===== src/rtl/gpu_pkg.sv =====
// Constants shared by the miniGPU core blocks: core sequencing states and the
// fetcher/LSU status encodings that the scheduler observes.
package gpu_pkg;

  localparam int PC_WIDTH_DEFAULT = 8;

  typedef enum logic [2:0] {
    CORE_IDLE    = 3'b000,
    CORE_FETCH   = 3'b001,
    CORE_DECODE  = 3'b010,
    CORE_REQUEST = 3'b011,
    CORE_WAIT    = 3'b100,
    CORE_EXECUTE = 3'b101,
    CORE_UPDATE  = 3'b110,
    CORE_DONE    = 3'b111
  } core_state_t;

  typedef enum logic [1:0] {
    FETCHER_IDLE     = 2'b00,
    FETCHER_FETCHING = 2'b01,
    FETCHER_FETCHED  = 2'b10
  } fetcher_state_t;

  typedef enum logic [1:0] {
    LSU_IDLE       = 2'b00,
    LSU_REQUESTING = 2'b01,
    LSU_WAITING    = 2'b10,
    LSU_DONE       = 2'b11
  } lsu_state_t;

  // A lane holds up the join while its memory access is still outstanding.
  function automatic logic lsu_busy(input logic [1:0] s);
    return (s == LSU_REQUESTING) || (s == LSU_WAITING);
  endfunction

endpackage


===== src/rtl/lsu_join.sv =====
// Combinational join across LSU lanes: any_busy is high while any active lane
// still has a memory access in flight. Lanes at or above thread_count are ignored.
module lsu_join
  import gpu_pkg::*;
#(
  parameter int THREADS = 4
) (
  input  logic [2*THREADS-1:0] lsu_state,
  input  logic [2:0]           thread_count,
  output logic                 any_busy
);

  // thread_count above THREADS naturally enables every lane.
  always_comb begin
    any_busy = 1'b0;
    for (int i = 0; i < THREADS; i++) begin
      if (i < int'(thread_count) && lsu_busy(lsu_state[2*i +: 2])) any_busy = 1'b1;
    end
  end

endmodule


===== src/rtl/core_scheduler.sv =====
// Per-core instruction sequencer: walks every instruction through
// FETCH/DECODE/REQUEST/WAIT/EXECUTE/UPDATE in lock-step for all active lanes.
module core_scheduler
  import gpu_pkg::*;
#(
  parameter int THREADS_PER_BLOCK = 4,
  parameter int PC_WIDTH          = PC_WIDTH_DEFAULT,
  parameter int WAIT_TIMEOUT      = 255,
  parameter int COUNT_WIDTH       = 16
) (
  input  logic                                  clk,
  input  logic                                  reset,
  input  logic                                  start,
  input  logic [2:0]                            thread_count,
  input  logic [1:0]                            fetcher_state,
  input  logic [2*THREADS_PER_BLOCK-1:0]        lsu_state,
  input  logic                                  decoded_ret,
  input  logic [PC_WIDTH*THREADS_PER_BLOCK-1:0] next_pc,
  output logic [2:0]                            core_state,
  output logic [PC_WIDTH-1:0]                   current_pc,
  output logic                                  done,
  output logic                                  error,
  output logic [COUNT_WIDTH-1:0]                retired_count
);

  localparam logic [15:0] WAIT_LAST = 16'(WAIT_TIMEOUT - 1);

  core_state_t          state_q, state_d;
  logic [15:0]          wait_cnt_q;
  logic [PC_WIDTH-1:0]  pc_q;
  logic [COUNT_WIDTH-1:0] retired_q;
  logic                 error_q;
  logic                 any_busy;
  logic                 launch, retire, timeout;

  // Only lane 0 steers the shared PC; the other lanes' next_pc are not needed.
  logic unused_lanes;
  assign unused_lanes = ^next_pc[PC_WIDTH*THREADS_PER_BLOCK-1:PC_WIDTH];

  lsu_join #(.THREADS(THREADS_PER_BLOCK)) u_lsu_join (
    .lsu_state    (lsu_state),
    .thread_count (thread_count),
    .any_busy     (any_busy)
  );

  always_comb begin
    // NOTE: every output of this block gets a default first, so no path infers a latch.
    state_d = state_q;
    launch  = 1'b0;
    retire  = 1'b0;
    timeout = 1'b0;
    case (state_q)
      CORE_IDLE: if (start) begin
        state_d = CORE_FETCH;
        launch  = 1'b1;
      end
      CORE_FETCH:   if (fetcher_state == FETCHER_FETCHED) state_d = CORE_DECODE;
      CORE_DECODE:  state_d = CORE_REQUEST;
      CORE_REQUEST: state_d = CORE_WAIT;
      CORE_WAIT: begin
        if (!any_busy) begin
          state_d = CORE_EXECUTE;
        end else if (wait_cnt_q == WAIT_LAST) begin
          state_d = CORE_DONE;
          timeout = 1'b1;
        end
      end
      CORE_EXECUTE: state_d = CORE_UPDATE;
      CORE_UPDATE: begin
        retire  = 1'b1;
        state_d = decoded_ret ? CORE_DONE : CORE_FETCH;
      end
      CORE_DONE:    state_d = CORE_DONE;
      default:      state_d = CORE_IDLE;
    endcase
  end

  always_ff @(posedge clk or negedge reset) begin
    if (!reset) begin
      state_q    <= CORE_IDLE;
      wait_cnt_q <= '0;
      pc_q       <= '0;
      retired_q  <= '0;
      error_q    <= 1'b0;
    end else begin
      // NOTE: non-blocking assignments so every flop here samples pre-edge values.
      state_q <= state_d;
      if (state_q == CORE_REQUEST)   wait_cnt_q <= '0;
      else if (state_q == CORE_WAIT) wait_cnt_q <= wait_cnt_q + 16'd1;
      if (launch) begin
        pc_q      <= '0;
        retired_q <= '0;
        error_q   <= 1'b0;
      end
      if (timeout) error_q <= 1'b1;
      if (retire) begin
        if (retired_q != '1) retired_q <= retired_q + 1'b1;
        if (!decoded_ret)    pc_q      <= next_pc[PC_WIDTH-1:0];
      end
    end
  end

  assign core_state    = state_q;
  assign current_pc    = pc_q;
  assign done          = (state_q == CORE_DONE);
  assign error         = error_q;
  assign retired_count = retired_q;

endmodule


===== config.mk =====
export PLATFORM = sky130hd
export DESIGN_NAME = core_scheduler
export DESIGN_NICKNAME = d
export VERILOG_FILES = /design/src/rtl/gpu_pkg.sv /design/src/rtl/lsu_join.sv /design/src/rtl/core_scheduler.sv
export SDC_FILE = /design/constraint.sdc
export NUM_CORES = 1
export LEC_CHECK = 0
export ABC_AREA = 1
export CORE_ASPECT_RATIO = 1.4
export CORE_UTILIZATION = 40
export CTS_BUF_LIST = sky130_fd_sc_hd__clkbuf_4
export CTS_CLUSTER_SIZE = 25
export DETAILED_ROUTE_END_ITERATION = 10
export PLACE_DENSITY = 0.77
export SLEW_MARGIN = 15
export SYNTH_ARGS = -nofsm -noshare
export SYNTH_HDL_FRONTEND = slang
export SYNTH_SLANG_ARGS = --single-unit

===== constraint.sdc =====
create_clock -name clk -period 2.7 [get_ports clk]
set_clock_uncertainty 0.15 [all_clocks]
set_input_delay 0.54 -clock clk [delete_from_list [all_inputs] [get_ports clk]]
set_output_delay 0.54 -clock clk [all_outputs]
set_load 0.1 [all_outputs]

* Word-level counts from Yosys, hierarchy flattened *
Cells that the tools add are included.

storage, ports and cells
  bits in registers = 44

cells by class
  reductions and logical operators = 12
  muxes and demuxes = 26
  add/sub/neg operators = 2
  $lt $le $gt $ge = 4
  equality and inequality tests = 21

operators by type and width
  operator               count
  $mux 16                5
  $add 16x1->16 const B  2
  $mux 8                 3
  $pmux 3 s8             1
  $eq 16x8->1 const B    1
  $ne 16x16->1 const B   1
  $mux 3                 5
  $eq 3x3->1 const B     4
  $mux 1                 12
  $eq 2x2->1 const B     5
  $eq 2x1->1 const B     4
  $eq 3x2->1 const B     2
  $lt 1x3->1 const A     2
  $lt 2x3->1 const A     2
  $logic_and 1x1->1      4
  $logic_or 1x1->1       4
  $ne 2x2->1 const B     2
  $reduce_bool 2->1      2
  $eq 3x1->1 const B     1
  $logic_not 3->1        1
  $ne 3x3->1 const B     1
  $reduce_and 3->1       1

* Depth between registers and ports, before layout *
Gate-level depths: netlist of run 1.

  depth in word-level cells = 10
  depth in mapped cells = 10

* Hierarchy *
Synthesis of run 1 repeated with hierarchy kept, for this count alone.

second synthesis, totals
  cell total of the unflattened synthesis = 404
  area, all modules = 2763.9 µm²

modules (own cells, without submodules)
  module          times used  area an instance (µm²)  cells each
  core_scheduler  1           2637.5                  371
  lsu_join        1           126.4                   33

* Worst setup path after synthesis of run 1 *
Ideal clock, no wire load.

  path type = register to output
  from = register state_q[0] (netlist: core_state[0])
  to = output port done
  cell stages (with the launch flop) = 3
  path slack = -486 ps
  path buffers = 0
  arrival = 2496 ps
  cells stage by stage = dfrtp_1 -> nand2_1 -> nor2_1

on the way
  word-level cells in the longest chain between the ends = 1

RTL lines
  item                    RTL line               text
  start, declared         core_scheduler.sv:28   core_state_t state_q, state_d;
  start signal, assigned  core_scheduler.sv:87   state_q <= state_d;
  $eq 3x3->1              core_scheduler.sv:105  assign done = (state_q == CORE_DONE);
  end, declared           core_scheduler.sv:21   output logic done,

Every way passes these cells.

* Worst setup path in the final report of run 1 *
  from = register retired_q[0] (netlist: retired_count[0])
  to = register retired_q[7] (netlist: retired_count[7])

on the way
  word-level cells in the longest chain between the ends = 3
  elaborated cells between the ends (all ways) = 4
  classes of those cells = add/sub: 1; eq/ne: 1; mux: 2

RTL lines
  item                                                  RTL line              text
  start, declared                                       core_scheduler.sv:31  logic [COUNT_WIDTH-1:0] retired_q;
  start signal, assigned                                core_scheduler.sv:97  if (retired_q != '1) retired_q <= retired_q + 1'b1;
  $add 16x1->16 / $ne 16x16->1 (equally long branches)  core_scheduler.sv:97
  $mux 16 *                                             core_scheduler.sv:97
  $mux 16 *                                             core_scheduler.sv:96  if (retire) begin

Every way passes the cells marked *; elsewhere a longest branch is shown, timed or not.
A chain may end at the register's enable or synchronous reset.

==> results.py, run 1 <==
metrics = {
    "setup_path": {
        "cp_max_fo": 8,
        "arrival_ns": 2.33,
        "end_kind": "register",
        "critPathLaunchType": "register",
        "critPathRequiredTime_ns": 2.82,
        "critPathKind": "register to register",
    },
    "clocking": {
        "htree_num_levels": 2,
        "cts.sinks": 44,
        "cts_tree": "built",
        "cts_setup_buffers": 0,
        "clk_pin_slew_ns": 0.15,
        "root_buffer": "clkbuf_4",
        "post_cts_resize_count": 0,
        "numCtsBuffers": 5,
        "clock_path_buffers": 2,
        "clock_latency_ns": 0.38,
    },
    "die": {
        "dieArea_sq_um": 6890,
        "rows": 34,
        "die_h_um": 97.8,
        "die_w_um": 70.5,
        "ios": 78,
        "core_sq_um": 6250,
        "start_util_pct": 42.0,
    },
    "cells_and_area": {
        "drive_gt1_share_pct": 13.9,
        "n_antenna_cell": 0,
        "layout.area.seq_sq_um": 1100,
        "nFillCells": 611,
        "layout.nets": 483,
        "mostFrequentLayoutCell": "nand2_1",
        "area_delta_synth_final_pct": 24.6,
        "final_cell_mix": "nand2_1, inv_1, nor2_1, dfrtp_1, nand3_1",
        "multi_input_area_sq_um": 1270,
    },
    "place": {
        "io_buffers": 53,
        "place_congestion": 0.928,
        "hpwl_um": 4930,
    },
    "sta": {
        "report.final.slew_viol_count": 0,
        "max_freq_mhz": 454,
        "whs_ns": 0.367,
        "slew_headroom_pct": 55.3,
        "min_period_ns": 2.20,
        "finalSetupViolations": 0,
        "worst_slew_pin_slew_ns": 0.671,
        "hold_viol": 0,
        "final.setup.tns_ns": 0,
        "post-route-period-util_pct": 81.7,
        "rsz0062_at_grt": "false",
    },
    "logic_synthesis": {
        "ys_types": 25,
        "ys_seq_area_share_pct": 42.0,
        "yosysWarnings": 0,
        "netlist.area_leader.share_pct": 42.0,
        "ys_ff_latch": 44,
        "syn_area_sq_um": 2620,
        "synth.avg_cell_area_sq_um": 7.07,
        "synth_cells": 371,
        "synth_area_leader_cell": "dfrtp_1",
        "syn_nets": 423,
        "synthTopCellsByArea": "dfrtp_1, nand2_1, inv_1",
    },
    "drt": {
        "drt-vias-per-instance": 5.09,
        "vias": 2567,
        "wl_per_cell_um": 12.7,
        "ant_nets": 0,
        "first_pass_iters": 5,
        "drt-total-wl_um": 6380,
        "drc": 0,
        "first_iter_violations": 141,
    },
    "global_routing": {
        "antenna_found_initial": 0,
        "grt_first_pass_wirelength_um": 11000,
        "grtUsageTotal_pct": 19.6,
        "grt_overflow_total": 0,
        "grt_pass1_vias": 2552,
        "grt_max_degree": 25,
    },
    "job": {
        "drv_cap": 0,
    },
    "pwr": {
        "leakage_nw": 1.63,
        "p_per_area_nw_per_um2": 1010,
        "ir_worst_vdd_mv": 0.758,
    },
    "status": {
        "status": "complete, no violations",
    },
    "worst_hold_path": {
        "hp-class": "register to register",
    },
}
## worst paths after layout
check	depth (start not counted)	endpoint	slack, ns	from
max	10	retired_count[7]$_DFF_PN0_	0.50	retired_count[0]$_DFF_PN0_
min	2	error$_DFFE_PN0P_	0.37	error$_DFFE_PN0P_
max reg2reg	10	retired_count[7]$_DFF_PN0_	0.50	retired_count[0]$_DFF_PN0_
min reg2reg	2	error$_DFFE_PN0P_	0.37	error$_DFFE_PN0P_
max in group asynchronous	3	wait_cnt_q[12]$_DFFE_PN0P_	1.36	reset
min in group asynchronous	2	retired_count[9]$_DFF_PN0_	0.48	reset
## report_power, final
| group | switching (mW) | internal (mW) |
|---|---|---|
| sequential | 0.186 | 0.807 |
| clock | 0.236 | 0.198 |
| combinational | 1.46 | 0.413 |
| total | 1.88 | 1.42 |
## cell usage after synthesis (all sizes together)
master and count:
nor2 46, dfrtp 44, ha 3, xor2 3, nand3b 3, or2 1, a21oi 15, o21a 1
nor3 14, o21ai 31, nand3 43, buf 2, inv 59, clkbuf 4, a22oi 1, nand2 91
nand4 8, xnor2 2
## flip-flops by register name, indices dropped and copies added, names as in the netlist
name,count
error,1
core_state,3
current_pc,8
retired_count,16
wait_cnt_q,16
## timing repair
item                                   in CTS  in global routing
setup endpoints to repair                   0                  0
hold buffers                                1                  0
endpoints found under the hold margin      16                  0
## logic make-up (layout without fill, tap and decap cells)
group / Yosys count / in the layout / share of synthesized area, %
buffers and inverters: 65 / 126 / 9.87
adder cells (fa/ha/maj): 3 / 3 / 1.43
flip-flops: 44 / 44 / 42.0
XOR/XNOR: 5 / 5 / 1.67
AND/OR/NAND/NOR: 206 / 206 / 34.6
AO/OA/AOI/OAI: 48 / 48 / 10.5
## worst max-delay path: stages (launching register included)
cell     delay [ns]
dfrtp_1        0.48
ha_1           0.27
nand2_1        0.07
nor2_1         0.10
nand2_1        0.13
nor2_2         0.20
nand2_1        0.18
nand2_1        0.28
nor2_1         0.11
nand2_1        0.07
o21ai_1        0.05
## cell type report
type                       count  share of cell area (%)
multi-input combinational    262                    38.9
sequential                    44                    33.7
timing repair buffer          59                    15.3
inverter                      59                    6.78
tap                           72                    2.76
clock inverter                 3                    1.42
clock buffer                   5                    1.15
## routing by layer
layer	GRT usage (%)	routed length (um)	vias to the layer above	share of wire, %
met1	22.5	2620	1190	41
met3	2.99	218	9	3.4
li1	-	-	1308	-
met4	7.38	98	0	1.5
met5	0	0	-	0
met2	36.0	3440	60	54
## stage by stage
stage / worst slack, ns / util, % / power [mW] / cells / area (sq um)
floorplan: 0.201 / - / 2.44 / 371 / 2630
global route: 0.296 / 52.3 / 3.47 / 504 / 3270
detailed placement: 0.535 / 50.8 / 2.88 / 495 / 3170
CTS: 0.493 / 52.3 / 3.32 / 504 / 3270
finish: 0.495 / 52.3 / 3.30 / 504 / 3270
global placement: 0.574 / 50.8 / 2.84 / 495 / 3170
(Power assumes the default switching activity.)
==> run 2: changes to the inputs <==
--- a/config.mk
+++ b/config.mk
@@ -11,7 +11,7 @@
 export CTS_BUF_LIST = sky130_fd_sc_hd__clkbuf_4
 export CTS_CLUSTER_SIZE = 25
 export DETAILED_ROUTE_END_ITERATION = 10
-export PLACE_DENSITY = 0.77
+export PLACE_DENSITY = 0.79
 export SLEW_MARGIN = 15
 export SYNTH_ARGS = -nofsm -noshare
 export SYNTH_HDL_FRONTEND = slang
==> constraint.sdc (replaced) <==
create_clock -name clk -period 1.84 [get_ports clk]
set_clock_uncertainty 0.15 [all_clocks]
set_input_delay 0.368 -clock clk [delete_from_list [all_inputs] [get_ports clk]]
set_output_delay 0.368 -clock clk [all_outputs]
set_load 0.1 [all_outputs]
==> run 2 against run 1 <==
Setup slack got worse by 0.45 ns. Count of clock-buffer cells in the layout rose by 1. Hold slack got worse by 0.080 ns. Routed wire length rose by 8.5%.
==> results.py, run 2 (synthesis results as in run 1) <==
metrics = {
    "setup_path": {
        "startpoint": "core_state[1]$_DFFE_PN0P_",
        "reg2reg_to": "wait_cnt_q[7]$_DFFE_PN0P_",
        "critPathLaunchType": "register",
        "cp_max_fo": 4,
        "critPathKind": "register to output pin",
        "arrival_ns": 1.28,
        "crit_end": "done",
        "end_kind": "output pin",
        "reg2reg_depth": 7,
        "rrSetupSlack_ns": 0.08,
        "reg2reg_from": "core_state[0]$_DFFE_PN0P_",
        "critPathRequiredTime_ns": 1.32,
    },
    "drt": {
        "vias": 2712,
        "first_pass_iters": 4,
        "drc": 0,
        "drt-total-wl_um": 6920,
        "drt-vias-per-instance": 5.17,
        "first_iter_violations": 208,
        "ant_nets": 0,
        "wl_per_cell_um": 13.2,
    },
    "cells_and_area": {
        "drive_gt1_share_pct": 24.9,
        "final_area_sq_um": 3910,
        "layout.nets": 504,
        "area_delta_synth_final_pct": 49.0,
        "nFillCells": 519,
        "mostFrequentLayoutCell": "nand2_1",
        "final_cell_mix": "nand2_1, inv_1, nand3_1, nor2_1, buf_12",
        "multi_input_area_sq_um": 1340,
        "layout.area.seq_sq_um": 1150,
        "n_antenna_cell": 0,
    },
    "sta": {
        "min_period_ns": 1.79,
        "report.final.slew_viol_count": 0,
        "hold_viol": 0,
        "finalSetupViolations": 0,
        "max_freq_mhz": 557,
        "final.setup.tns_ns": 0,
        "rsz0062_at_grt": "true",
        "slew_headroom_pct": 74.3,
        "post-route-period-util_pct": 97.5,
        "worst_slew_pin_slew_ns": 0.385,
    },
    "status": {
        "status": "complete, no violations",
    },
    "clocking": {
        "root_buffer": "clkbuf_4",
        "clock_path_buffers": 2,
        "clock_latency_ns": 0.36,
        "htree_num_levels": 2,
        "numCtsBuffers": 5,
        "clk_pin_slew_ns": 0.14,
        "cts.sinks": 44,
        "cts_tree": "built",
    },
    "place": {
        "io_buffers": 53,
        "place_congestion": 0.905,
        "hpwl_um": 5220,
        "place_area_sq_um": 3730,
    },
    "global_routing": {
        "antenna_found_initial": 0,
        "grt_first_pass_wirelength_um": 11700,
        "grt_max_degree": 30,
        "grtUsageTotal_pct": 20.7,
        "grt_overflow_total": 0,
        "grt_pass1_vias": 2772,
    },
    "die": {
        "die_h_um": 97.8,
        "rows": 34,
        "core_sq_um": 6250,
        "start_util_pct": 42.0,
        "die_w_um": 70.5,
        "dieArea_sq_um": 6890,
        "ios": 78,
    },
    "job": {
        "drv_cap": 0,
    },
    "worst_hold_path": {
        "hp-class": "input port to asynchronous set/reset pin",
    },
    "pwr": {
        "ir_worst_vdd_mv": 0.651,
        "leakage_nw": 1.82,
        "p_per_area_nw_per_um2": 1460,
    },
}
-- run 2: cell types whose count changed in the layout (fill, tap and decap cells not counted), moves of 4 or more --
cell,previous run,this run
buf_12,0,31
buf_4,34,22
dfrtp_1,44,25
dfrtp_2,0,10
dfrtp_4,0,9
nand2_1,91,86
nand2_2,0,4
nor2_1,44,39
nor2_2,1,5
-- run 2: routing by layer --
metal	GRT usage (%)	share of wire (%)	wire length, um	vias to the layer above
li1	-	-	-	1357
met1	22.2	38	2650	1263
met3	3.72	3.1	213	19
met5	0	0	0	-
met4	9.54	2.2	149	0
met2	38.6	57	3910	73
-- run 2: cell type report --
cell class                      count  share of cell area, %
Clock buffer                        6                   1.15
Clock inverter                      2                  0.192
Inverter                           59                   5.86
Multi-Input combinational cell    262                   34.2
Sequential cell                    44                   29.3
Tap cell                           72                   2.30
Timing Repair Buffer               80                   26.9
-- run 2: power by group --
group	switching (mW)	internal (mW)
Sequential	0.319	1.24
Combinational	2.30	1.36
Clock	0.315	0.157
Total	2.94	2.76
-- run 2: worst max-delay path, stage by stage, from the launching register on --
cell and delay [ns]:
dfrtp_4 0.44, nand2_1 0.07, buf_4 0.15, nor2_4 0.10, buf_12 0.18
-- run 2: stage by stage --
| stage | cells | worst slack, ns | hold WS (ns) | power, mW | utilization, % |
|---|---|---|---|---|---|
| finish | 525 | 0.0452 | 0.287 | 5.70 | 62.5 |
| global route | 525 | -0.0388 | 0.310 | 5.98 | 62.5 |
| CTS | 521 | 0.00483 | 0.280 | 5.61 | 61.3 |
| detailed placement | 507 | 0.0773 | 0.163 | 5.06 | 59.7 |
| global placement | 507 | 0.107 | 0.151 | 5.00 | 59.7 |
| floorplan | 371 | -0.0906 | -0.0776 | 3.68 | - |
-- run 2: worst min path at each step --
stage	from	end	slack, ns	cells after the start
after global placement	reset	retired_count[6]$_DFF_PN0_	0.15	1
final	reset	retired_count[6]$_DFF_PN0_	0.29	2
after detailed placement	reset	retired_count[6]$_DFF_PN0_	0.16	1
after floorplan	reset	current_pc[0]$_DFF_PN0_	-0.08	0
after global routing	reset	retired_count[6]$_DFF_PN0_	0.31	2
after CTS	reset	retired_count[6]$_DFF_PN0_	0.28	2
-- run 2: what timing repair did --
item,CTS,global route
hold endpoints to repair,15,0
hold buffers,1,0
endpoints found under the setup margin,1,29
pin swaps,0,2
buffers inserted,6,4
resized for setup,0,15
